`src/rtl/serial_demux_engine.sv`:
```
// serial_demux_engine
// Serial frame receiver/demultiplexer. A frame is a low start bit, a
// PORT_BITS-wide address, a LEN_BITS-wide length, then <length> payload
// bits. Payload bits are routed to lane Port with a per-lane valid strobe.
// Done pulses one enabled cycle after the last payload/length bit.
// Optional feature: define SERDEMUX_PARITY_EN to add an even-parity bit
// after the payload. A parity mismatch is reported on ParErr together
// with Done.
module serial_demux_engine #(
    parameter int unsigned PORT_BITS = 2,
    parameter int unsigned LEN_BITS  = 4
) (
    input  logic                      clk,
    input  logic                      rst,
    input  logic                      clkEn,
    input  logic                      SerIn,
    output logic [2**PORT_BITS-1:0]   SerOut,
    output logic [2**PORT_BITS-1:0]   SerOutValid,
    output logic [PORT_BITS-1:0]      Port,
    output logic                      Busy,
    output logic                      Done,
    output logic                      ParErr
);

    localparam int unsigned FLD_MAX = (PORT_BITS > LEN_BITS) ? PORT_BITS : LEN_BITS;
    localparam int unsigned CNT_W   = $clog2(FLD_MAX + 1);
    localparam logic [CNT_W-1:0] ADDR_LAST = CNT_W'(PORT_BITS - 1);
    localparam logic [CNT_W-1:0] LEN_LAST  = CNT_W'(LEN_BITS - 1);

    typedef enum logic [2:0] {
        S_IDLE,
        S_ADDR,
        S_LEN,
        S_DATA,
`ifdef SERDEMUX_PARITY_EN
        S_PAR,
`endif
        S_DONE
    } state_t;

    // State entered once the payload (possibly empty) has been consumed
`ifdef SERDEMUX_PARITY_EN
    localparam state_t AFTER_PAYLOAD = S_PAR;
`else
    localparam state_t AFTER_PAYLOAD = S_DONE;
`endif

    state_t                 r_state;
    state_t                 w_next_state;
    logic [CNT_W-1:0]       r_bit_cnt;
    logic [PORT_BITS-1:0]   r_addr;
    logic [PORT_BITS-1:0]   r_port;
    logic [LEN_BITS-1:0]    r_len;
    logic [LEN_BITS-1:0]    r_data_cnt;

    logic [PORT_BITS-1:0]   w_addr_shift;
    logic [LEN_BITS-1:0]    w_len_shift;
    logic                   w_addr_last;
    logic                   w_len_last;
    logic                   w_data_last;
    logic                   w_par_err;

    // MSB-first shift: the incoming bit enters at the LSB
    assign w_addr_shift = PORT_BITS'({r_addr, SerIn});
    assign w_len_shift  = LEN_BITS'({r_len, SerIn});
    assign w_addr_last  = (r_bit_cnt == ADDR_LAST);
    assign w_len_last   = (r_bit_cnt == LEN_LAST);
    assign w_data_last  = (r_data_cnt == LEN_BITS'(1));
    assign Port         = r_port;

    // State register; reset wins over clkEn
    always_ff @(posedge clk) begin
        if (!rst) begin
            r_state <= S_IDLE;
        end else begin
            r_state <= w_next_state;
        end
    end

    // Next-state decode; holds whenever clkEn is low
    always_comb begin
        w_next_state = r_state;
        if (clkEn) begin
            case (r_state)
                S_IDLE: begin
                    if (!SerIn) begin
                        w_next_state = S_ADDR;
                    end
                end
                S_ADDR: begin
                    if (w_addr_last) begin
                        w_next_state = S_LEN;
                    end
                end
                S_LEN: begin
                    if (w_len_last) begin
                        w_next_state = (w_len_shift == '0) ? AFTER_PAYLOAD : S_DATA;
                    end
                end
                S_DATA: begin
                    if (w_data_last) begin
                        w_next_state = AFTER_PAYLOAD;
                    end
                end
`ifdef SERDEMUX_PARITY_EN
                S_PAR: begin
                    w_next_state = S_DONE;
                end
`endif
                S_DONE: begin
                    w_next_state = SerIn ? S_IDLE : S_ADDR;
                end
                default: begin
                    w_next_state = S_IDLE;
                end
            endcase
        end
    end

    // Field shift registers, bit counter, data counter and latched port
    always_ff @(posedge clk) begin
        if (!rst) begin
            r_bit_cnt  <= '0;
            r_addr     <= '0;
            r_port     <= '0;
            r_len      <= '0;
            r_data_cnt <= '0;
        end else if (clkEn) begin
            case (r_state)
                S_IDLE: begin
                    r_bit_cnt <= '0;
                end
                S_ADDR: begin
                    r_addr <= w_addr_shift;
                    if (w_addr_last) begin
                        r_bit_cnt <= '0;
                        r_port    <= w_addr_shift;
                    end else begin
                        r_bit_cnt <= r_bit_cnt + CNT_W'(1);
                    end
                end
                S_LEN: begin
                    r_len <= w_len_shift;
                    if (w_len_last) begin
                        r_bit_cnt  <= '0;
                        r_data_cnt <= w_len_shift;
                    end else begin
                        r_bit_cnt <= r_bit_cnt + CNT_W'(1);
                    end
                end
                S_DATA: begin
                    r_data_cnt <= r_data_cnt - LEN_BITS'(1);
                end
                default: begin
                    r_bit_cnt <= '0;
                end
            endcase
        end
    end

`ifdef SERDEMUX_PARITY_EN
    logic r_par_acc;
    logic r_par_err;

    // Running XOR of the payload, compared against the received parity bit
    always_ff @(posedge clk) begin
        if (!rst) begin
            r_par_acc <= 1'b0;
            r_par_err <= 1'b0;
        end else if (clkEn) begin
            case (r_state)
                S_LEN:   r_par_acc <= 1'b0;
                S_DATA:  r_par_acc <= r_par_acc ^ SerIn;
                S_PAR:   r_par_err <= r_par_acc ^ SerIn;
                default: r_par_acc <= r_par_acc;
            endcase
        end
    end

    assign w_par_err = r_par_err;
`else
    assign w_par_err = 1'b0;
`endif

    // Output decode: lane routing is combinational from state, Port and SerIn
    always_comb begin
        SerOut      = '0;
        SerOutValid = '0;
        Done        = 1'b0;
        ParErr      = 1'b0;
        Busy        = (r_state != S_IDLE);
        if (r_state == S_DATA) begin
            SerOut[r_port]      = SerIn;
            SerOutValid[r_port] = clkEn;
        end
        if (r_state == S_DONE) begin
            Done   = clkEn;
            ParErr = clkEn & w_par_err;
        end
    end

endmodule
```
`config.mk`:
```
export PLATFORM = sky130hd
export DESIGN_NAME = serial_demux_engine
export DESIGN_NICKNAME = d
export VERILOG_FILES = /design/src/rtl/serial_demux_engine.sv
export SDC_FILE = /design/constraint.sdc
export NUM_CORES = 1
export LEC_CHECK = 0
export ABC_AREA = 1
export CAP_MARGIN = 20
export CORE_ASPECT_RATIO = 0.7
export CORE_MARGIN = 4
export CORE_UTILIZATION = 40
export CTS_CLUSTER_DIAMETER = 30
export DETAILED_ROUTE_END_ITERATION = 8
export GPL_TIMING_DRIVEN = 1
export SLEW_MARGIN = 20
export SYNTH_ARGS = -nofsm -noshare
export SYNTH_HDL_FRONTEND = slang
export SYNTH_SLANG_ARGS = --single-unit
```
`constraint.sdc`:
```
create_clock -name clk -period 2.25 [get_ports clk]
set_input_delay 0.225 -clock clk [delete_from_list [all_inputs] [get_ports clk]]
set_output_delay 0.225 -clock clk [all_outputs]
set_load 0.05 [all_outputs]
```
== After elaboration in Yosys (flattened, before gate mapping) ==
Index checks and enable logic that the tools add are counted.

* Equality and inequality tests: 11
* Bitwise operators: 3
* $add $sub $neg: 2
* Order comparisons: 2
* Multiplexer cells: 17
* Reductions and logical operators: 11

{| class="wikitable"
|+ Operator list
! kind !! number
|-
| 3-bit 2-to-1 mux || 7
|-
| 3-bit one-hot mux with 5 select lines || 1
|-
| 4-bit 2-to-1 mux || 3
|-
| 3-bit by 2-bit == test with 1-bit output (second input constant) || 3
|-
| 3-bit one-hot mux with 3 select lines || 1
|-
| 4-bit AND || 2
|-
| 2-bit != test (second input constant) || 4
|-
| 4-bit one-hot mux with 2 select lines || 1
|-
| 3-bit by 1-bit == test with 1-bit output (second input constant) || 2
|-
| 2-bit AND reduction || 3
|-
| 3-bit AND reduction || 2
|-
| 5-bit AND reduction || 1
|-
| 4-bit by 1-bit == test with 1-bit output (second input constant) || 1
|-
| 4-bit zero test || 1
|-
| 4-bit by 1-bit subtractor with 4-bit output (second input constant) || 1
|-
| 3-bit by 1-bit adder with 3-bit output (second input constant) || 1
|-
| 3-bit == test (second input constant) || 1
|-
| 3-bit zero test || 1
|-
| 2-bit by 3-bit less-than comparator with 1-bit output (second input constant) || 1
|-
| 1-bit 2-to-1 mux || 3
|-
| 3-bit nonzero test || 1
|-
| 1-bit demux with 2-bit select || 1
|-
| 2-bit by 1-bit greater-or-equal comparator with 1-bit output (second input constant) || 1
|-
| 2-bit nonzero test || 1
|-
| 2 further kinds || 2
|}

* Bits of input ports: 4
* Flip-flop bits (word level): 16
* Output and inout port bits: 13
* Word-level logic and storage cells: 52

== Logic depth before layout (Yosys ltp) ==
* Depth in word-level cells: 6
* Mapped depth: 9
* Depth with buffers taken out: 9

== Least setup slack after synthesis ==
Ideal clock, no wire load.

* Kind: register to output
* Start: register r_state[0]
* End: output port Done
* Buffers on the path: 1
* Stages on the path, launching flop included: 3
* Data required time: 2025 ps
* Arrival time: 2005 ps
* Path slack: 20 ps
* Cells stage by stage: dfxtp_1 > buf_4 > nor4_1

* Cells in the longest elaborated chain, start to end: 2

{| class="wikitable"
|+ RTL lines
! item !! RTL line !! RTL
|-
| start: declaration || 48 || <nowiki>state_t r_state;</nowiki>
|-
| start signal: assignment || 76 || <nowiki>r_state <= w_next_state;</nowiki>
|-
| 3-bit == test || 196 || <nowiki>if (r_state == S_DONE) begin</nowiki>
|-
| 1-bit 2-to-1 mux || 196 ||
|-
| end: declaration || 21 || <nowiki>output logic Done,</nowiki>
|}

Every way passes these cells.

== Worst setup path after layout ==
* Start: register r_state[0]
* End: output port Busy

* Cells in the longest elaborated chain, start to end: 1

{| class="wikitable"
|+ RTL lines
! item !! RTL line !! RTL
|-
| 3-bit nonzero test || 191 || <nowiki>Busy = (r_state != S_IDLE);</nowiki>
|-
| end: declaration || 20 || <nowiki>output logic Busy,</nowiki>
|}

Every way passes these cells.

==> key figures <==
Status
  • Status: completed

Global route
  • All-Layer GR Usage: 16.9%
  • Initial antenna violation count: 0
  • Grt total ovfl: 0
  • Vias in the first global route: 1021
  • Largest net degree at the start of global routing: 10
  • First-pass GRT wire length: 4.80 mm

Timing
  • Hold Violations, Final: 0
  • Worst Tran Pin Value: 0.512 ns
  • Final Setup Violations: 0
  • Setup TNS: 0 ns
  • Fmax: 482 MHz
  • Clock Skews: 0.00269 ns
  • Slew Viols, Final: 0
  • Crit share post-route: 92.3%
  • Slew headroom: 65.5%
  • RSZ-0062 raised after global routing: no
  • Min cycle time layout: 2.08 ns

Synth
  • Ys async rst share: 0%
  • Top cell type's share of synthesized area: 30.0%
  • Synthesized netlist net count: 174
  • Yosys cell types: 24
  • #FFs+latches synth: 16
  • Post-synthesis sequential area ratio: 30.0%
  • YS warnings: 0
  • Top post-synthesis cells by count: nand2_1, nor2_1, dfxtp_1, inv_1, nand3_1
  • Top_reg_cell synth: dfxtp_1
  • Cell with the most instances after synthesis: nand2_1
  • Post-synth EDFFs: 0
  • Mean post-synth cell area: 6.50 sq um
  • Yosys top cell by area: dfxtp_1
  • Mapped Area: 0.00107 sq mm
  • Area contributors post-synth: dfxtp_1, nand2_1, nor2_1, ha_1, nand3_1
  • Mapped Cells: 164

Cells and area
  • Final Core Density: 55.4%
  • Nets: 191
  • Area delta synth->final: 29.7%
  • Finished Layout Cells: 214
  • Antenna cells: 0
  • Share of cells above drive strength 1: 17.2%
  • FILL cells: 231
  • Multi-input gate area: 634 sq um
  • Register area: 320 sq um

Worst setup path
  • Reg2reg path depth: 7
  • Slowest stage delay, CP: 0.79 ns
  • Worst Path Max Fanout: 8
  • CP Cell Sequence: nor2_1, nand2_1, clkdlybuf4s50_1
  • Max stage delay cell, worst path: clkdlybuf4s50_1
  • CP Data Arrival Time: 1.85 ns
  • Crit. End Element: output port
  • R2r startpoint: r_state[0]
  • Worst r2r dst: Port[1]
  • R2R Setup Slk: 0.72 ns
  • Crit Path Class: reg2out
  • CP Data Required Time: 2.03 ns
  • CP startpoint kind: flop

CTS
  • Num CTS Buffers: 3
  • Worst-Skew Late Latency: 0.25 ns
  • Resized Gates After CTS: 0
  • Clock sink count: 16
  • Worst-path clk slew: 0.06 ns
  • Post-CTS setup repair buffer count: 0
  • # H-tree levels: 1
  • CTS tree: done
  • Clock Root Buffer: clkbuf_8
  • Cts hold-fix bufs: 0
  • CTS Buffer Depth: 2

Die
  • Row count: 15
  • Die area: 0.00357 sq mm
  • Io pins: 17
  • Initial core utilization: 42.7%
  • Die X: 69.7 microns
  • Die Y-Extent: 51.2 microns
  • Core outline area: 0.00250 sq mm

Run
  • Max-Cap Viols: 0

Pwr
  • Peak VDD IR: 0.643 mV
  • Combinational Power Share: 41.8%
  • Sw Pwr: 0.455 mW
  • Leak Pwr: 0.550 nW
  • Net Sw Frac: 42.0%
  • Sequential cell fraction of total power: 34.2%
  • Internal Power: 0.627 mW
  • Clk pwr share: 24.0%
  • PD cells: 783 mW/mm^2

Worst hold path
  • Hold EP: r_addr[0]
  • Hold Path Cell Cnt: 2
  • Min-Delay Startpoint: r_addr[0]
  • Hold WC Path Type: reg2reg

Detailed routing
  • Vias: 1070
  • Drt initial violations: 44
  • Avg WL per Cell: 12.5 microns
  • Total wire length: 2.68 mm
  • Antenna viol nets, final: 0
  • Via density: 5.00
  • 1st-pass router iterations: 4
  • DRC Markers: 0

Placement
  • RD Place Congestion: 0.887
  • PortBufs: 15
  • Inst Count DP: 210
  • DP HPWL: 2.10 mm
-- cells by family (layout without fill, tap and decap cells) --
logic type / Yosys count / in the layout / synth area share (%)
flip-flops: 16 / 16 / 30.0
buffers and inverters: 25 / 41 / 10.4
adder cells (fa/ha/maj): 6 / 6 / 7.04
AND/OR/NAND/NOR: 92 / 92 / 39.9
AO/OA/AOI/OAI: 24 / 24 / 12.2
other: 1 / 1 / 0.352
-- worst max path at each step --
stage                     slack [ns]  endpoint  startpoint  cells past startpoint
after CTS                       0.17      Busy  r_state[0]                      3
after global routing            0.07      Busy  r_state[0]                      3
final                           0.17      Busy  r_state[0]                      3
after detailed placement        0.45      Busy  r_state[0]                      3
after floorplan                 0.02      Done  r_state[0]                      2
after global placement          0.50      Busy  r_state[0]                      3
-- worst max-delay path: cells and delay by family, from the launching register on --
| kind | cells | cell delay, ns |
|---|---|---|
| buf+inv | 1 | 0.79 |
| flops | 1 | 0.56 |
| simple gates | 2 | 0.25 |
-- area by class of cell --
cell class / count / area share [%]
Inverter: 20 / 5.43
Sequential cell: 16 / 23.2
Tap cell: 34 / 3.08
Timing Repair Buffer: 17 / 18.5
Multi-Input combinational cell: 123 / 45.9
Clock buffer: 4 / 3.98
-- cells in the final DEF, fill, tap and decap left out --
| cell | instances |
|---|---|
| a21oi_1 | 12 |
| nand2_4 | 3 |
| nor2_2 | 4 |
| nand4_1 | 1 |
| nand2_1 | 41 |
| a21boi_0 | 1 |
| nor2_4 | 1 |
| buf_12 | 9 |
| clkbuf_8 | 4 |
| inv_1 | 16 |
| dfxtp_1 | 16 |
| o21ai_0 | 7 |
| conb_1 | 1 |
| buf_4 | 2 |
| nand2_2 | 1 |
| nor4_1 | 1 |
| clkdlybuf4s50_1 | 6 |
| nor2_1 | 26 |
| ha_1 | 6 |
| o21ai_2 | 1 |
| a21oi_2 | 1 |
| inv_2 | 4 |
| nand3_1 | 13 |
| nor2_8 | 1 |
| o21ai_1 | 2 |
-- state kept, by name, summed over array words and instances (netlist names) --
| register | flops |
|---|---|
| r_data_cnt | 4 |
| r_state | 3 |
| Port | 2 |
| r_bit_cnt | 3 |
| r_addr | 1 |
| r_len | 3 |
-- metrics by stage --
| stage | cell area, sq um | hold WS [ns] | setup WS, ns | total power, mW |
|---|---|---|---|---|
| 2_1_floorplan | 1070 | 0.372 | 0.0197 | 0.717 |
| 3_3_place_gp | 1330 | 0.456 | 0.497 | 0.817 |
| 4_1_cts | 1380 | 0.471 | 0.174 | 1.09 |
| 6_report | 1380 | 0.471 | 0.174 | 1.08 |
| 3_5_place_dp | 1330 | 0.461 | 0.447 | 0.825 |
| 5_1_grt | 1380 | 0.515 | 0.0663 | 1.16 |
-- routing by layer --
metal / GRT usage (%) / vias to the layer above / wire, microns
met5: 0 / - / 0
met4: 1.91 / 0 / 8
met3: 8.64 / 2 / 273
met2: 25.8 / 31 / 1100
met1: 21.9 / 488 / 1300
li1: - / 549 / -
-- power groups by stage --
stage          Combinational, mW  Sequential (mW)  Clock (mW)
4_1_cts                    0.451            0.369       0.265
3_3_place_gp               0.444            0.373           0
5_1_grt                    0.501            0.378       0.285
6_report                   0.452            0.370       0.260
2_1_floorplan              0.364            0.352           0
3_5_place_dp               0.448            0.376           0
Power figures use the tool's default switching activity.
